## src/rtl/prog_loader_if.sv

```systemverilog
// Byte-in / word-out bus of the program loader: UART receive strobe and program-memory write port.
interface prog_loader_if #(
  parameter int unsigned ADDR_W = 11,
  parameter int unsigned DATA_W = 16
);
  logic [7:0]        rx_data;
  logic              rx_valid;
  logic [ADDR_W-1:0] pm_addr;
  logic [DATA_W-1:0] pm_data;
  logic              pm_we;

  modport master (
    input  rx_data,
    input  rx_valid,
    output pm_addr,
    output pm_data,
    output pm_we
  );

  modport slave (
    output rx_data,
    output rx_valid,
    input  pm_addr,
    input  pm_data,
    input  pm_we
  );
endinterface

```

## src/rtl/prog_loader.sv

```systemverilog
// Packs UART bytes into 16-bit instruction words, writes them to program memory and
// holds the CPU in reset until a HLT word (or MAX_WORDS). LOADER_CHECKSUM_EN adds an XOR check byte.
module prog_loader #(
  parameter int unsigned ADDR_W    = 11,
  parameter int unsigned DATA_W    = 16,
  parameter int unsigned MAX_WORDS = 2048
) (
  input  logic              clk,
  input  logic              reset,
  prog_loader_if.master     bus,
  output logic              cpu_reset,
  output logic              done,
  output logic              overflow,
  output logic              err,
  output logic [ADDR_W:0]   words_loaded
);

  localparam int unsigned CNT_W = ADDR_W + 1;
  localparam logic [CNT_W-1:0] LAST_CNT = CNT_W'(MAX_WORDS - 1);

  typedef enum logic [2:0] {
    LOAD_HI,
    LOAD_LO,
`ifdef LOADER_CHECKSUM_EN
    CHECK,
    ERROR,
`endif
    FINISH,
    RUN
  } state_t;

  state_t            state_q, state_d;
  logic [7:0]        hi_q, hi_d;
  logic [ADDR_W-1:0] pm_addr_q, pm_addr_d;
  logic [DATA_W-1:0] pm_data_q, pm_data_d;
  logic              pm_we_q, pm_we_d;
  logic              cpu_reset_q, cpu_reset_d;
  logic              done_q, done_d;
  logic              overflow_q, overflow_d;
  logic [CNT_W-1:0]  words_q, words_d;
`ifdef LOADER_CHECKSUM_EN
  logic [7:0]        csum_q, csum_d;
  logic              err_q, err_d;
`endif

  // Next-state and next-output logic
  always_comb begin
    state_d     = state_q;
    hi_d        = hi_q;
    pm_addr_d   = pm_addr_q;
    pm_data_d   = pm_data_q;
    pm_we_d     = 1'b0;
    cpu_reset_d = cpu_reset_q;
    done_d      = done_q;
    overflow_d  = overflow_q;
    words_d     = words_q;
`ifdef LOADER_CHECKSUM_EN
    csum_d      = csum_q;
    err_d       = err_q;
`endif

    unique case (state_q)
      LOAD_HI: begin
        if (bus.rx_valid) begin
          hi_d    = bus.rx_data;
          state_d = LOAD_LO;
`ifdef LOADER_CHECKSUM_EN
          csum_d  = csum_q ^ bus.rx_data;
`endif
        end
      end
      LOAD_LO: begin
        if (bus.rx_valid) begin
          pm_we_d   = 1'b1;
          pm_data_d = DATA_W'({hi_q, bus.rx_data});
          pm_addr_d = words_q[ADDR_W-1:0];
          words_d   = words_q + CNT_W'(1);
`ifdef LOADER_CHECKSUM_EN
          csum_d    = csum_q ^ bus.rx_data;
`endif
          // HLT wins over the word-count limit when both apply
          if (hi_q[7:3] == 5'b00000) begin
`ifdef LOADER_CHECKSUM_EN
            state_d = CHECK;
`else
            state_d = FINISH;
`endif
          end else if (words_q == LAST_CNT) begin
            state_d    = FINISH;
            overflow_d = 1'b1;
          end else begin
            state_d = LOAD_HI;
          end
        end
      end
`ifdef LOADER_CHECKSUM_EN
      CHECK: begin
        if (bus.rx_valid) begin
          if (bus.rx_data == csum_q) begin
            state_d = FINISH;
          end else begin
            state_d = ERROR;
            err_d   = 1'b1;
          end
        end
      end
      ERROR: ;
`endif
      FINISH: begin
        cpu_reset_d = 1'b0;
        done_d      = 1'b1;
        state_d     = RUN;
      end
      RUN: ;
      default: state_d = LOAD_HI;
    endcase
  end

  // State and output registers
  always_ff @(posedge clk) begin
    if (reset) begin
      state_q     <= LOAD_HI;
      hi_q        <= '0;
      pm_addr_q   <= '0;
      pm_data_q   <= '0;
      pm_we_q     <= 1'b0;
      cpu_reset_q <= 1'b1;
      done_q      <= 1'b0;
      overflow_q  <= 1'b0;
      words_q     <= '0;
`ifdef LOADER_CHECKSUM_EN
      csum_q      <= '0;
      err_q       <= 1'b0;
`endif
    end else begin
      state_q     <= state_d;
      hi_q        <= hi_d;
      pm_addr_q   <= pm_addr_d;
      pm_data_q   <= pm_data_d;
      pm_we_q     <= pm_we_d;
      cpu_reset_q <= cpu_reset_d;
      done_q      <= done_d;
      overflow_q  <= overflow_d;
      words_q     <= words_d;
`ifdef LOADER_CHECKSUM_EN
      csum_q      <= csum_d;
      err_q       <= err_d;
`endif
    end
  end

  assign bus.pm_addr   = pm_addr_q;
  assign bus.pm_data   = pm_data_q;
  assign bus.pm_we     = pm_we_q;
  assign cpu_reset     = cpu_reset_q;
  assign done          = done_q;
  assign overflow      = overflow_q;
  assign words_loaded  = words_q;
`ifdef LOADER_CHECKSUM_EN
  assign err           = err_q;
`else
  assign err           = 1'b0;
`endif

endmodule
```

## src/flat_wrapper.sv

```systemverilog
// flat-port wrapper written by rule: the top's interface ports become plain ports
module prog_loader_flat 
#(
  parameter int unsigned ADDR_W    = 11,
  parameter int unsigned DATA_W    = 16,
  parameter int unsigned MAX_WORDS = 2048
)
  (clk, reset, cpu_reset, done, overflow, err, words_loaded, bus_rx_data, bus_rx_valid, bus_pm_addr, bus_pm_data, bus_pm_we);
  prog_loader_if #(.ADDR_W(ADDR_W), .DATA_W(DATA_W)) bus_i ();
  input  logic clk;
  input  logic reset;
  output logic cpu_reset;
  output logic done;
  output logic overflow;
  output logic err;
  output logic [ADDR_W:0] words_loaded;
  input wire logic [$bits(bus_i.rx_data)-1:0] bus_rx_data;
  input wire logic [$bits(bus_i.rx_valid)-1:0] bus_rx_valid;
  output wire logic [$bits(bus_i.pm_addr)-1:0] bus_pm_addr;
  output wire logic [$bits(bus_i.pm_data)-1:0] bus_pm_data;
  output wire logic [$bits(bus_i.pm_we)-1:0] bus_pm_we;
  assign bus_i.rx_data = bus_rx_data;
  assign bus_i.rx_valid = bus_rx_valid;
  assign bus_pm_addr = bus_i.pm_addr;
  assign bus_pm_data = bus_i.pm_data;
  assign bus_pm_we = bus_i.pm_we;
  prog_loader #(.ADDR_W(ADDR_W), .DATA_W(DATA_W), .MAX_WORDS(MAX_WORDS)) u_core (.clk(clk), .reset(reset), .bus(bus_i), .cpu_reset(cpu_reset), .done(done), .overflow(overflow), .err(err), .words_loaded(words_loaded));
endmodule
```

## config.mk

```make
export PLATFORM = sky130hd
export DESIGN_NAME = prog_loader_flat
export DESIGN_NICKNAME = d
export VERILOG_FILES = /design/src/rtl/prog_loader_if.sv /design/src/rtl/prog_loader.sv /design/src/flat_wrapper.sv
export SDC_FILE = /design/constraint.sdc
export NUM_CORES = 1
export LEC_CHECK = 0
export BUFFER_PORTS_ARGS = -buffer_cell sky130_fd_sc_hd__buf_2
export CORE_MARGIN = 2
export CORE_UTILIZATION = 55
export DETAILED_ROUTE_END_ITERATION = 7
export GPL_ROUTABILITY_DRIVEN = 1
export PLACE_DENSITY = 0.83
export SYNTH_ARGS = -nofsm -noshare
export SYNTH_HDL_FRONTEND = slang
export SYNTH_SLANG_ARGS = --single-unit
```

## constraint.sdc

```tcl
create_clock -name clk -period 2.2 [get_ports clk]
set_clock_uncertainty 0.05 [all_clocks]
set_input_delay 0.44 -clock clk [delete_from_list [all_inputs] [get_ports clk]]
set_output_delay 0.44 -clock clk [all_outputs]
set_load 0.02 [all_outputs]
```

==> results.md, run 1 <==
* Status: finished, final reports clean
* Peak supply drop at 0.5161 mV
* Non-filler instance count after layout at 339
* Pleak at 1.025 nW
* Final Instance Area at 2460 µm²
* Register area at 1061 µm²
* Seq/Total Area, Yosys at 0.5177
* Tot GR Track Use at 0.2078
* Routability cong. at 0.7989
* Hold_ws at 0.3365 ns
* Pwr Total at 1.853 mW
* Period utilization at 0.7739
* Antenna Cells at 0
* Final WL at 4.218 mm
* Initial Utilization at 0.5640
* Commonest non-fill, non-tap cell in the layout: nand2_1
* RR Startpoint: u_core.words_loaded[2]
* Syn Area/Cell at 8.539 µm²
* CP startpoint: u_core.words_loaded[2]
* First DRT Iteration DRCs at 138
* Hold path cells at 3
* #FFs+latches synth at 53
* Via count at 1791
* Fin crit period at 1.703 ns
* Slew Viols, Final at 0
* CP max stage cell: dfxtp_1
* Clock-pin slew on the worst setup and hold paths at 0.09 ns
* Die height at 65.05 µm
* Largest area contributor in the netlist: dfxtp_1
* Ys flop type: dfxtp_1
* Reg2reg path depth at 3
* Largest delay contributor family on the critical path: simple AND/OR/NAND/NOR gates
* Setup crit start kind: register
* Number of instances in the placed design at 331
* Clock Tree Buf Depth at 2
* Die area at 4231 µm²
* Detailed Place HPWL at 2.867 mm
* Share of cells above drive strength 1 at 0.2543
* Crit path capture type: register
* Slowest cell delay on critical path at 0.52 ns
* Ys async rst share at 0
* Layout fillers at 327
* Syn_nets at 252
* Fin nets at 302
* CP required at 2.34 ns
* CTS Sinks at 53
* Fmax at 587.4 MHz
* IO Port Bufs at 53
* Cts repair resizes at 0
* Global route total overflow at 0
* Crit path buf inv count at 0
* Reg2Reg Setup Slack at 0.50 ns
* Vias/cell at 5.283
* Max-Cap Viols at 0
* Slew @ Worst Pin at 0.9909 ns
* Min-delay src: bus_rx_data[5]
* Root Buffer: clkbuf_8
* Skew-Pair Late Insertion Delay at 0.29 ns
* Number of synthesized flops with an enable pin at 0
* Mapped Cells at 240
* Reg2reg end: u_core.words_loaded[9]
* Setup TNS at 0 ns
* Layout area overhead at 20.02%
* Residual DRC at 0
* Core box area at 3633 µm²
* Synth top area share at 0.5177
* Mapped Area at 2049 µm²
* Unrepaired setup endpoints after global routing: false
* Synth area leaders: dfxtp_1, nand2_1, a21oi_1
* First-pass GRT wire length at 6.927 mm
* Hold EP: u_core.bus.pm_data[5]
* WS Path Type: register to register
* Routed WL per cell at 12.44 µm
* Pwr dens at 753.3 nW/µm²
* CP cell instances: nand3_1, nor4_1, mux2_2
* First drt pass iteration count at 4
* Most frequent cells in the layout: nand2_1, buf_2, dfxtp_1
* Largest net degree at the start of global routing at 46
* Netlist cell types at 33
* Arrival @ worst endpoint at 1.84 ns
* Crit-path max FO at 9
* IO Count at 55
* # hold bufs at CTS at 0
* Placed cell area at 2344 µm²
* H-Tree Depth at 2
* Area of the multi-input gates at 908.4 µm²
* Vias in the first global route at 1584
* # rows at 22
* Die Wd at 65.05 µm
* TritonCTS clock tree: yes
* # setup viols final at 0
* Initial antenna violation count at 0
* Antenna-violating nets left at 0
* Final hold violations at 0
* Post-CTS setup buffers at 0
* Max-slew headroom at 0.3394
* Synthesis warning total at 0
* Total CTS buffers at 5
* Hold Path Class: primary input to register
report_power, final:
group	switching [mW]	internal (mW)	total, mW	leakage, nW
Clock	0.294	0.371	0.665	0.0585
Sequential	0.0217	0.989	1.01	0.430
Combinational	0.114	0.0629	0.177	0.537
Total	0.430	1.42	1.85	1.03
per-layer routing:
metal | track usage | up-vias | share of wire
met5 | 0 | - | 0
met1 | 0.2494 | 820 | 0.45
met4 | 0.05729 | 0 | 0.012
met2 | 0.3595 | 62 | 0.48
met3 | 0.06424 | 7 | 0.054
li1 | - | 902 | -
kinds of logic (layout without fill, tap and decap cells):
logic type | after synthesis | after routing | share of synthesized area
mux | 13 | 13 | 0.06654
other cells | 1 | 1 | 0.001830
simple gates | 109 | 109 | 0.2442
flops | 53 | 53 | 0.5177
buf+inv | 18 | 69 | 0.03907
xor+xnor | 2 | 2 | 0.008549
fa+ha+maj | 1 | 1 | 0.006104
compound gates | 43 | 43 | 0.1160
tightest hold or removal path: stages:
cell     delay, ns
buf_2         0.10
nand2_1       0.05
a21oi_1       0.05
how the worst max path moves through the flow:
stage / to / slack (ns) / depth (start not counted)
2_1_floorplan: u_core.overflow / 0.51 / 4
3_3_place_gp: u_core.words_loaded[0] / 0.39 / 4
3_5_place_dp: u_core.bus.pm_addr[2] / 0.34 / 4
4_1_cts: u_core.bus.pm_addr[7] / 0.47 / 3
5_1_grt: u_core.bus.pm_addr[2] / 0.27 / 3
6_report: u_core.words_loaded[9] / 0.50 / 3
synthesized netlist by cell type (2+ instances only):
| library cell | instances |
|---|---|
| clkbuf_1 | 3 |
| buf_1 | 4 |
| mux2i_1 | 8 |
| a21oi_1 | 35 |
| nor4_1 | 6 |
| nor2_1 | 19 |
| dfxtp_1 | 53 |
| or4_1 | 3 |
| nor2b_1 | 5 |
| nand2_1 | 59 |
| nand2b_1 | 2 |
| nand4_1 | 3 |
| nand3_1 | 4 |
| buf_2 | 7 |
| mux2_2 | 5 |
| o21ai_0 | 3 |
| inv_1 | 3 |
| o31ai_1 | 2 |
| or3_1 | 2 |
sequential cells by signal, indices dropped and copies added (netlist names), 2 cells and up:
name                 count
u_core.words_loaded     12
u_core.hi_q              8
u_core.state_q           2
u_core.bus.pm_addr      11
u_core.bus.pm_data      16
cell type report:
| class | instances | area share |
|---|---|---|
| flip-flops and latches | 53 | 0.4313 |
| multi-input cells | 169 | 0.3693 |
| repair buffers | 58 | 0.1231 |
| clock buffers | 7 | 0.03510 |
| well taps | 48 | 0.02442 |
| clock inverters | 1 | 0.01221 |
| inverters | 3 | 0.004578 |
stage by stage:
stage	util	setup WS, ns
after floorplan	-	0.5073
after global placement	0.6450	0.3945
after detailed placement	0.6450	0.3420
after CTS	0.6770	0.4692
after global routing	0.6770	0.2709
final	0.6770	0.4975
(Power assumes the default switching activity.)
==> inputs of run 2 (changes only) <==
CORE_UTILIZATION = 51   (was 55)
PLACE_DENSITY = 0.78   (was 0.83)
clock period = 1.58 ns   (was 2.2 ns; I/O delays follow)
==> run 2 against run 1 <==
Net effect: die area rose by 7.3%; via count rose by 2.1%; sequential share of layout area shrank 2.4 points; first-iteration DRC count decreased by 27%; cell count up 4.4%.
==> results.md, run 2 (same netlist as run 1, synthesis figures left out) <==
* Commonest non-fill, non-tap cell in the layout: nand2_1
* Slowest cell delay on critical path at 0.43 ns
* WS Path Type: register to register
* # setup viols final at 0
* Initial Utilization at 0.5198
* Final WL at 4.422 mm
* First-pass GRT wire length at 7.038 mm
* Antenna Cells at 0
* Core box area at 3943 µm²
* Status: finished, final reports clean
* GRT met2 Usage at 0.3564
* Reg2reg path depth at 4
* Met3 usage at 0.04667
* Die Wd at 67.39 µm
* Clock-pin slew on the worst setup and hold paths at 0.10 ns
* Period utilization at 0.9669
* Pleak at 1.106 nW
* Post-CTS setup buffers at 0
* Setup crit start kind: register
* Antenna-violating nets left at 0
* Fin crit period at 1.528 ns
* CTS Sinks at 53
* First drt pass iteration count at 4
* IO Count at 55
* Slew Viols, Final at 0
* Die height at 67.39 µm
* Die area at 4541 µm²
* Layout area overhead at 28.14%
* Most frequent cells in the layout: nand2_1, buf_2, dfxtp_1
* Detailed Place HPWL at 3.079 mm
* Max reg flops at 16
* Most Crowded Layer GR: met2
* Vias/cell at 5.164
* Tot GR Track Use at 0.2068
* H-Tree Depth at 2
* CP max stage cell: or4_4
* Setup TNS at 0 ns
* Skew-Pair Late Insertion Delay at 0.31 ns
* Peak supply drop at 0.7289 mV
* Via count at 1828
* Largest net degree at the start of global routing at 26
* Hold Path Class: primary input to register
* CP cell instances: ha_4, nand4_1, or4_4, o41ai_2
* CP required at 1.75 ns
* Initial antenna violation count at 0
* Total CTS buffers at 5
* Crit path capture type: register
* First DRT Iteration DRCs at 101
* Pwr dens at 1061 nW/µm²
* Global route total overflow at 0
* Root Buffer: clkbuf_8
* Clock Tree Buf Depth at 2
* Fin nets at 315
* Hold path cells at 3
* M1 GR Usage at 0.2513
* Vias in the first global route at 1585
* Max-Cap Viols at 0
* # rows at 23
* Share of cells above drive strength 1 at 0.3224
* Final core utilization at 0.6661
* TritonCTS clock tree: yes
* Arrival @ worst endpoint at 1.70 ns
* IO Port Bufs at 53
* Crit-path max FO at 5
* Residual DRC at 0
* Routed WL per cell at 12.49 µm
* Routability cong. at 0.8460
* Fmax at 654.6 MHz
* # hold bufs at CTS at 0
* Unrepaired setup endpoints after global routing: false
* Final hold violations at 0
run 2: timing repair:
| action | 4_1_cts | 5_1_grt |
|---|---|---|
| cloned | 0 | 0 |
| setup endpoints to repair | 2 | 4 |
| gates resized for setup | 2 | 3 |
run 2: stage by stage:
step           std cells  setup slack [ns]  instance area (µm²)  power, mW  hold slack (ns)
2_1_floorplan        240         0.0007048                 2057      1.611           0.3812
3_3_place_gp         346          0.008778                 2464      1.708           0.3845
3_5_place_dp         346          0.003687                 2464      1.713           0.3930
4_1_cts              354          0.004030                 2609      2.797           0.1947
5_1_grt              354          0.004669                 2626      2.893           0.1912
6_report             354           0.05229                 2626      2.788           0.2000
run 2: per-layer routing:
metal  part of all wire  vias up
li1                   -      933
met1               0.44      845
met2               0.51       46
met3              0.046        4
met4             0.0061        0
met5                  0        -
run 2: final timing paths:
kind	endpoint	from	slack, ns
setup / recovery	u_core.overflow	u_core.words_loaded[0]	0.05
hold / removal	u_core.bus.pm_data[6]	bus_rx_data[6]	0.20
setup reg to reg	u_core.overflow	u_core.words_loaded[0]	0.05
hold reg to reg	u_core.bus.pm_data[8]	u_core.hi_q[0]	0.40
run 2: worst max-delay path, delay by kind of cell (launching register included):
family | cells | cell delay [ns]
flops | 1 | 0.40
fa+ha+maj | 1 | 0.18
simple gates | 2 | 0.55
compound gates | 1 | 0.26
run 2: cell type report:
| type | instances | area (µm²) |
|---|---|---|
| Clock buffer | 5 | 68.82 |
| Clock inverter | 3 | 68.82 |
| Fill cell | 338 | 1316 |
| Inverter | 3 | 11.26 |
| Multi-Input combinational cell | 169 | 932.1 |
| Sequential cell | 53 | 1070 |
| Tap cell | 50 | 62.56 |
| Timing Repair Buffer | 71 | 412.9 |
run 2: power breakdown:
group	internal [mW]	switching, mW	total (mW)
registers	1.38	0.0260	1.40
clock network	0.638	0.464	1.10
logic	0.112	0.169	0.282
total	2.13	0.659	2.79
